<file path="src/rtl/uart_tx.sv">
// UART transmitter paced by an external one-cycle baud tick; frames are sent LSB first.
// Optional parity bit is compiled in with `define UART_TX_PARITY_EN (PARITY_ODD selects odd sense).
module uart_tx #(
  parameter int DATA_W     = 8,
  parameter int STOP_BITS  = 1,
  parameter int PARITY_ODD = 0
) (
  input  logic              clk,
  input  logic              rst_n,
  input  logic              tick,
  input  logic [DATA_W-1:0] data,
  input  logic              valid,
  output logic              ready,
  output logic              tx,
  output logic              busy
);

  localparam int   CW        = $clog2(DATA_W);
  localparam logic STOP_LAST = (STOP_BITS == 2);

  if (DATA_W < 5 || DATA_W > 9 || (STOP_BITS != 1 && STOP_BITS != 2) ||
      PARITY_ODD < 0 || PARITY_ODD > 1) begin : g_bad_params
    $error("uart_tx: illegal parameter value");
  end

  typedef enum logic [2:0] {
    S_IDLE,
    S_WAIT,
    S_START,
    S_DATA,
`ifdef UART_TX_PARITY_EN
    S_PARITY,
`endif
    S_STOP
  } state_t;

  state_t            state_q, state_d;
  logic [DATA_W-1:0] shift_q, shift_d;
  logic [CW-1:0]     cnt_q, cnt_d;
  logic              stop_q, stop_d;
  logic              pending_q, pending_d;
  logic              tx_q, tx_d;
  logic              accept;
`ifdef UART_TX_PARITY_EN
  logic              parity_q, parity_d;
`endif

  assign ready  = (state_q == S_IDLE) ||
                  ((state_q == S_STOP) && (stop_q == STOP_LAST) && !pending_q);
  assign accept = valid && ready;
  assign busy   = (state_q != S_IDLE) || pending_q;
  assign tx     = tx_q;

  always_comb begin
    state_d   = state_q;
    shift_d   = shift_q;
    cnt_d     = cnt_q;
    stop_d    = stop_q;
    pending_d = pending_q;
    tx_d      = tx_q;
`ifdef UART_TX_PARITY_EN
    parity_d  = parity_q;
`endif
    // The shift register is idle whenever ready is high, so a new word can land at once.
    if (accept) begin
      shift_d   = data;
      pending_d = 1'b1;
`ifdef UART_TX_PARITY_EN
      parity_d  = (^data) ^ (PARITY_ODD != 0);
`endif
    end

    case (state_q)
      S_IDLE: begin
        tx_d = 1'b1;
        if (accept) state_d = S_WAIT;
      end
      S_WAIT: begin
        if (tick) begin
          tx_d      = 1'b0;
          pending_d = 1'b0;
          state_d   = S_START;
        end
      end
      S_START: begin
        if (tick) begin
          tx_d    = shift_q[0];
          shift_d = shift_q >> 1;
          cnt_d   = '0;
          state_d = S_DATA;
        end
      end
      S_DATA: begin
        if (tick) begin
          if (cnt_q == CW'(DATA_W - 1)) begin
            stop_d = 1'b0;
`ifdef UART_TX_PARITY_EN
            tx_d    = parity_q;
            state_d = S_PARITY;
`else
            tx_d    = 1'b1;
            state_d = S_STOP;
`endif
          end else begin
            tx_d    = shift_q[0];
            shift_d = shift_q >> 1;
            cnt_d   = cnt_q + 1'b1;
          end
        end
      end
`ifdef UART_TX_PARITY_EN
      S_PARITY: begin
        if (tick) begin
          tx_d    = 1'b1;
          stop_d  = 1'b0;
          state_d = S_STOP;
        end
      end
`endif
      S_STOP: begin
        if (tick) begin
          if (stop_q == STOP_LAST) begin
            if (pending_q) begin
              tx_d      = 1'b0;
              pending_d = 1'b0;
              state_d   = S_START;
            end else if (accept) begin
              // Word taken on the very tick that ends the frame: start waits for the next tick.
              state_d = S_WAIT;
            end else begin
              state_d = S_IDLE;
            end
          end else begin
            stop_d = 1'b1;
          end
        end
      end
      default: begin
        tx_d      = 1'b1;
        pending_d = 1'b0;
        state_d   = S_IDLE;
      end
    endcase
  end

  always_ff @(posedge clk or negedge rst_n) begin
    if (!rst_n) begin
      state_q   <= S_IDLE;
      shift_q   <= '0;
      cnt_q     <= '0;
      stop_q    <= 1'b0;
      pending_q <= 1'b0;
      tx_q      <= 1'b1;
`ifdef UART_TX_PARITY_EN
      parity_q  <= 1'b0;
`endif
    end else begin
      state_q   <= state_d;
      shift_q   <= shift_d;
      cnt_q     <= cnt_d;
      stop_q    <= stop_d;
      pending_q <= pending_d;
      tx_q      <= tx_d;
`ifdef UART_TX_PARITY_EN
      parity_q  <= parity_d;
`endif
    end
  end

endmodule

</file>
<file path="config.mk">
export PLATFORM = sky130hd
export DESIGN_NAME = uart_tx
export DESIGN_NICKNAME = d
export VERILOG_FILES = /design/src/rtl/uart_tx.sv
export SDC_FILE = /design/constraint.sdc
export NUM_CORES = 1
export LEC_CHECK = 0
export ABC_AREA = 1
export ABC_CLOCK_PERIOD_IN_PS = 3400
export CAP_MARGIN = 10
export CORE_MARGIN = 2
export CORE_UTILIZATION = 55
export DETAILED_ROUTE_END_ITERATION = 7
export GPL_TIMING_DRIVEN = 0
export PLACE_DENSITY = 0.82
export SLEW_MARGIN = 20
export SYNTH_ARGS = -nofsm -noshare
export SYNTH_HDL_FRONTEND = slang
export SYNTH_SLANG_ARGS = --single-unit
</file>
<file path="constraint.sdc">
create_clock -name clk -period 3.4 [get_ports clk]
set_input_delay 0.68 -clock clk [delete_from_list [all_inputs] [get_ports clk]]
set_output_delay 0.68 -clock clk [all_outputs]
set_load 0.01 [all_outputs]
</file>
* After elaboration in Yosys (flattened, before gate mapping)
Index checks and enable logic that the tools add are counted.
Storage, ports and cells: logic and storage cells 75, register bits after elaboration 17
Operators by class: equality and inequality tests 14, $add $sub $neg 1, bitwise logic cells 1, muxes and demuxes 38, reduce and logical (&&, ||, !) cells 15
Operators by type and width (count):
- 2-to-1 mux 8 bit | 4
- 2-to-1 mux 3 bit | 10
- != test 2 bit, second input constant | 9
- 2-to-1 mux 1 bit | 17
- case mux 8 bit (2 select lines) | 1
- case mux 3 bit (5 select lines) | 1
- AND reduction 4 bit | 2
- AND reduction 7 bit | 1
- == test 3 x 2 -> 1 bit, second input constant | 2
- == test 3 bit, second input constant | 2
- case mux 3 bit (2 select lines) | 1
- AND reduction 6 bit | 1
- case mux 1 bit (4 select lines) | 1
- nonzero test 2 bit | 2
- adder 3 x 1 -> 3 bit, second input constant | 1
- == test 3 x 1 -> 1 bit, second input constant | 1
- logical AND 1 bit | 3
- logical NOT 3 bit | 1
- case mux 1 bit (3 select lines) | 1
- nonzero test 3 bit | 1
- OR reduction 3 bit | 1
- logical OR 1 bit | 2
- 2-to-1 mux 2 bit | 1
- case mux 1 bit (2 select lines) | 1
- 2 further kinds | 2

* Logic depth before layout (Yosys ltp)
Gate-level depths: netlist (run 1).
depth after elaboration 10, depth in mapped cells 9, mapped depth without buffers 9

* Worst setup path after synthesis (run 1)
Ideal clock, no wire load.
kind register to output, start reg state_q[1], end out ready, buffers on the path 1, data required time 2.720 ns, arrival 0.972 ns, slack 1.748 ns, stages on the path, launching flop included 5, cell sequence dfrtp_1 > nor2_2 > buf_4 > nand2_1 > inv_1
On the way: cells in the longest elaborated chain, start to end 4, elaborated cells between the ends (all ways) 5, classes of those cells eq/ne (1); reduce/logical (4)
Ends and longest elaborated chain:
- start, declared | RTL line 37 | state_t state_q, state_d;
- start signal, assigned | RTL line 158 | state_q <= state_d;
- == test 3 bit | RTL line 49 | ((state_q == S_STOP) && (stop_q == STOP_LAST) && !pending_q);
- logical AND 1 bit (2 in series) | RTL line 49
- logical OR 1 bit * | RTL line 48 | assign ready = (state_q == S_IDLE) ||
- end, declared | RTL line 13 | output logic ready,
Mark *: on every way between the ends. The rest lies on a longest branch, timed or not.

* Final worst setup path (run 1)
Same ends and word-level chain as after synthesis.

==> flow_metrics.tcl, run 1 <==
set metrics [dict create \
    ys_seq_area_share_pct 41.7 \
    wl_per_cell_um 12.4 \
    grt_pass1_vias 831 \
    diodes 0 \
    r2r_start "cnt_q[0]" \
    layout-drive-gt1-share_pct 10.8 \
    skew_ns 0.00944 \
    synth-xor-area-share_pct 0 \
    cts_buffers 3 \
    grt_pass1_wl_um 3460 \
    worst_setup_path_start_kind "flop" \
    fin_area_um2 1150 \
    cts_buffer_depth 2 \
    critPathArrivalTime_ns 1.89 \
    cp-end-kind "output pin" \
    synthesis.area_um2 963 \
    netlist.area_leader.share_pct 39.0 \
    vdd_drop_max_uv 509 \
    rows 15 \
    crit_fanout 10 \
    setup_viol 0 \
    min_path_type "flop to flop" \
    fp.dieW_um 45.9 \
    grt_max_degree 17 \
    max_slew.worst_pin.slew_ns 0.727 \
    hpwlAfterDp_um 1540 \
    outcome "completed" \
    fin_crit_ns 2.57 \
    synth_cell_types 21 \
    fin_nets 163 \
    yosys_warnings 0 \
    yosys.area.top_type "dfrtp_1" \
    min_to "tx" \
    die-area_um2 2100 \
    critPathKind "flop to output pin" \
    r2r_end "shift_q[5]" \
    drt_iter0_drc 31 \
    core_area_um2 1690 \
    antenna_found_initial 0 \
    final_common_cell "nand2_1" \
    io_pins 15 \
    synth_fa_ha_area_share_pct 2.60 \
    hold_path.startpoint "tx" \
    crit_start "state_q[1]" \
    rsz0062_at_grt "no" \
    ys_seq_elements 16 \
    io_buffer_count 13 \
    synth-simple-area-share_pct 38.1 \
    dpl_cell_area_um2 1110 \
    synth_top_family_by_area "simple AND/OR/NAND/NOR gates" \
    area_growth_pct 19.5 \
    tritoncts "done" \
    leakage_nw 0.608 \
    maxCapViolCount 0 \
    hold_viol_final 0 \
    dp.cells 161 \
    relSlewSlack_pct 51.4 \
    cts_root_buf "clkbuf_4" \
    initial_core_util_pct 57.0 \
    clk_latency_ns 0.29 \
    synthCells 131 \
    cp_data_required_time_ns 2.72 \
    muxShareOfSynthArea_pct 0 \
    grt-ovfl-total 0 \
    layout.cells.non_filler 165 \
    drc 0 \
    hold_buffers 0 \
    p_int_uw 578 \
    cts_htree_levels 1 \
    ant_nets 0 \
    fin_util_pct 68.1 \
    synth_area_per_cell_um2 7.35 \
    wirelength_um 2050 \
    post_cts_buffers 0 \
    vias 930 \
    syn-num-nets 145 \
    synth_compound_area_share_pct 7.53 \
    p_switching_uw 465 \
    avgViaCountPerCell 5.64 \
    fin_crit_sh_pct 75.6 \
    pwr-share-comb_pct 53.0 \
    drv_slew 0 \
    ctsResizeCount 0 \
    switching_share_pct 44.6 \
    clock_sinks 16 \
    die_h_um 45.9 \
    first_pass_iters 4 \
    gp_congestion 0.933 \
    path_clk_slew_ns 0.08 \
    synth_area_leaders "dfrtp_1 39%, nand2_1 14%, nand3_1 9.4%" \
    hold_ws_ns 0.467 \
    fmax_ghz 0.389 \
    clock_power_share_pct 12.1 \
    grtUsageTotal_pct 23.0 \
    timing.reg2reg.setup_slack_ns 1.84 \
    seqPwrFrac_pct 34.9 \
    min_path_cells 2 \
    tns_ns 0 \
    final_cell_mix "37 x nand2_1, 18 x nand3_1, 17 x inv_1" \
    p_per_area_nw_per_um2 906 \
    reg2reg_depth 7 \
]
routing by layer:
layer | share of wire [%] | global-route usage, % | vias to the layer above
met1 | 42 | 30.1 | 433
met5 | 0 | 0 | -
met2 | 51 | 37.5 | 31
met3 | 5.2 | 2.38 | 5
li1 | - | - | 461
met4 | 1.8 | 10.9 | 0
critical path: stages, from the launching register on:
cell	delay, ns
dfrtp_1	0.47
nor2_2	0.25
buf_4	0.21
nand2_1	0.08
inv_1	0.07
clkdlybuf4s50_1	0.52
synth_stat cells, drive strengths merged:
library cell and count:
nand3b 1, dfrtp 15, inv 20, dfstp 1
ha 2, nor2 9, clkbuf 1, o21ai 13
nand4 8, buf 2, nand2 38, o21a 1
nand3 20
worst max-delay path by stage:
stage | to | cells past startpoint
5_1_grt | ready | 5
3_5_place_dp | ready | 5
4_1_cts | ready | 5
3_3_place_gp | ready | 5
6_report | ready | 5
2_1_floorplan | ready | 4
registers in the layout, indices dropped and copies added, names as in the netlist:
signal and cells:
shift_q 8, cnt_q 3, state_q 3, pending_q 1, tx 1
metrics by stage:
stage | power (mW) | setup slack, ns
after floorplan | 0.763 | 1.75
after global placement | 0.893 | 1.14
after detailed placement | 0.919 | 1.16
after CTS | 1.05 | 0.831
after global routing | 1.15 | 0.667
final | 1.04 | 0.830
area by class of cell:
| cell class | instances | area (µm²) |
|---|---|---|
| tap | 17 | 21.3 |
| clock buffer | 4 | 36.3 |
| buffer | 3 | 22.5 |
| timing repair buffer | 13 | 130 |
| sequential | 16 | 402 |
| inverter | 20 | 75.1 |
| fill | 140 | 538 |
| multi-input combinational | 92 | 464 |
power by group through the flow:
| stage | logic (mW) | clock network, mW | registers (mW) |
|---|---|---|---|
| after floorplan | 0.411 | 0 | 0.352 |
| after global placement | 0.528 | 0 | 0.365 |
| after detailed placement | 0.551 | 0 | 0.368 |
| after CTS | 0.556 | 0.127 | 0.364 |
| after global routing | 0.641 | 0.134 | 0.376 |
| final | 0.552 | 0.126 | 0.364 |
cell families after synthesis:
| kind of cell | after synthesis |
|---|---|
| simple gates | 76 |
| buf+inv | 23 |
| flops | 16 |
| compound gates | 14 |
| fa+ha+maj | 2 |
Power figures use the tool's default switching activity.
==> run 2, diff against run 1 <==
--- a/config.mk
+++ b/config.mk
@@ -6,13 +6,13 @@
 export NUM_CORES = 1
 export LEC_CHECK = 0
 export ABC_AREA = 1
-export ABC_CLOCK_PERIOD_IN_PS = 3400
+export ABC_CLOCK_PERIOD_IN_PS = 2200
 export CAP_MARGIN = 10
 export CORE_MARGIN = 2
-export CORE_UTILIZATION = 55
+export CORE_UTILIZATION = 47
 export DETAILED_ROUTE_END_ITERATION = 7
 export GPL_TIMING_DRIVEN = 0
-export PLACE_DENSITY = 0.82
+export PLACE_DENSITY = 0.75
 export SLEW_MARGIN = 20
 export SYNTH_ARGS = -nofsm -noshare
 export SYNTH_HDL_FRONTEND = slang
==> constraint.sdc (replaced) <==
create_clock -name clk -period 2.2 [get_ports clk]
set_input_delay 0.44 -clock clk [delete_from_list [all_inputs] [get_ports clk]]
set_output_delay 0.44 -clock clk [all_outputs]
set_load 0.01 [all_outputs]
==> flow_metrics.tcl, run 2 (synthesized netlist as in run 1, its figures left out) <==
set metrics [dict create \
    cpMaxStageDelayCell "clkdlybuf4s50_1" \
    tns_ns 0 \
    cp_data_required_time_ns 1.76 \
    relSlewSlack_pct 52.1 \
    initial_core_util_pct 49.6 \
    vdd_drop_max_uv 735 \
    drc 0 \
    io_pins 15 \
    core_area_um2 1940 \
    p_int_uw 952 \
    rows 16 \
    timing.reg2reg.setup_slack_ns 0.64 \
    worstPathCellList "nor2_4 -> buf_6 -> nand2_1 -> inv_1 -> clkdlybuf4s50_1" \
    path_clk_slew_ns 0.08 \
    drv_slew 0 \
    p_switching_uw 755 \
    clock_sinks 16 \
    final_cell_mix "37 x nand2_1, 18 x nand3_1, 17 x inv_1" \
    skew_ns 0.0122 \
    hold_buffers 0 \
    final_common_cell "nand2_1" \
    largest_reg_flops 8 \
    worst_setup_path_start_kind "flop" \
    grt_max_degree 17 \
    r2r_end "shift_q[6]" \
    fin_area_um2 1210 \
    clk_latency_ns 0.28 \
    maxCapViolCount 0 \
    wl_per_cell_um 12.0 \
    max_slew.worst_pin.slew_ns 0.716 \
    fin_util_pct 62.6 \
    avgViaCountPerCell 5.17 \
    hold_viol_final 0 \
    fin_nets 169 \
    dpl_cell_area_um2 1130 \
    fin_crit_sh_pct 96.0 \
    outcome "completed" \
    seqPwrFrac_pct 32.7 \
    pwr-share-comb_pct 58.1 \
    cts_buffers 3 \
    vias 936 \
    top_register "shift_q" \
    cp-endpoint "ready" \
    layout.cells.non_filler 181 \
    fin_crit_ns 2.11 \
    p_per_area_nw_per_um2 1400 \
    layout-drive-gt1-share_pct 14.9 \
    drt_iter0_drc 25 \
    wirelength_um 2180 \
    clock_power_share_pct 9.2 \
    cts_root_buf "clkbuf_4" \
    leakage_nw 0.641 \
    min_path_type "flop to flop" \
    crit_start "state_q[0]" \
    die_h_um 49.3 \
    cp-end-kind "output pin" \
    grtUsageTotal_pct 19.2 \
    r2r_start "cnt_q[0]" \
    io_buffer_count 13 \
    gp_congestion 0.867 \
    first_pass_iters 4 \
    hpwlAfterDp_um 1520 \
    reg2reg_depth 7 \
    dp.cells 171 \
    cts_htree_levels 1 \
    critPathKind "flop to output pin" \
    setup_viol 0 \
    reg_top3 "shift_q (8), cnt_q (3), state_q (3)" \
    fmax_ghz 0.473 \
    tritoncts "done" \
    num-fill-cells 178 \
    diodes 0 \
    area_growth_pct 26.1 \
    cts_buffer_depth 2 \
    crit_fanout 6 \
    rsz0062_at_grt "no" \
    ant_nets 0 \
    grt-ovfl-total 0 \
    critPathArrivalTime_ns 1.67 \
    switching_share_pct 44.2 \
    critPathMaxStageDelay_ns 0.52 \
    die-area_um2 2430 \
    grt_pass1_vias 863 \
    grt_pass1_wl_um 3700 \
    fp.dieW_um 49.3 \
    antenna_found_initial 0 \
]
==> run 2: worst min-delay path by stage <==
stage               cells past startpoint         end  startpoint  slack, ns
detailed placement                      2  shift_q[1]  shift_q[2]       0.47
global route                            2          tx          tx       0.51
CTS                                     2          tx          tx       0.48
floorplan                               0    cnt_q[0]       rst_n       0.14
finish                                  2          tx          tx       0.48
global placement                        2          tx          tx       0.45
==> run 2: per-stage QoR <==
stage | power, mW | hold WS [ns] | setup slack [ns]
finish | 1.71 | 0.476 | 0.0874
global route | 1.88 | 0.511 | 0.0144
CTS | 1.64 | 0.484 | 0.0253
detailed placement | 1.42 | 0.469 | 0.166
global placement | 1.39 | 0.455 | 0.175
floorplan | 1.18 | 0.144 | 0.788
==> run 2: power groups by stage <==
| stage | clock network (mW) | registers (mW) | logic (mW) |
|---|---|---|---|
| after floorplan | 0 | 0.545 | 0.635 |
| after global placement | 0 | 0.563 | 0.824 |
| after detailed placement | 0 | 0.569 | 0.851 |
| after CTS | 0.166 | 0.550 | 0.922 |
| after global routing | 0.181 | 0.575 | 1.13 |
| final | 0.156 | 0.559 | 0.992 |
==> run 2: metal layers <==
| metal | GRT usage (%) | up-vias | share of wire [%] |
|---|---|---|---|
| li1 | - | 473 | - |
| met1 | 25.3 | 445 | 46 |
| met2 | 32.0 | 18 | 51 |
| met3 | 3.37 | 0 | 3.5 |
| met4 | 5.71 | 0 | 0 |
| met5 | 0 | - | 0 |
==> run 2: timing repair <==
action,4_1_cts,5_1_grt
pin swaps,0,1
resized for setup,4,1
buffers inserted,2,4
endpoints found under the setup margin,2,1
==> run 2: critical path, delay by kind of cell (launching register included) <==
| family | cells | cell delay, ns |
|---|---|---|
| and+or+nand+nor | 2 | 0.25 |
| DFF | 1 | 0.43 |
| buffers and inverters | 3 | 0.72 |
==> run 2: layout make-up <==
cell class / count / area, µm² / share of cell area [%]
Multi-Input combinational cell: 92 / 474 / 39.0
Clock buffer: 4 / 26.3 / 2.16
Buffer: 3 / 26.3 / 2.16
Tap cell: 27 / 33.8 / 2.78
Sequential cell: 16 / 404 / 33.3
Timing Repair Buffer: 19 / 175 / 14.4
Inverter: 20 / 75.1 / 6.18
==> run 3, diff against run 2 <==
--- a/config.mk
+++ b/config.mk
@@ -11,6 +11,7 @@
 export CORE_MARGIN = 2
 export CORE_UTILIZATION = 47
 export DETAILED_ROUTE_END_ITERATION = 7
+export GPL_ROUTABILITY_DRIVEN = 0
 export GPL_TIMING_DRIVEN = 0
 export PLACE_DENSITY = 0.75
 export SLEW_MARGIN = 20
==> results of run 3 <==
No change in the layout: final DEF, timing and power equal those of run 2.
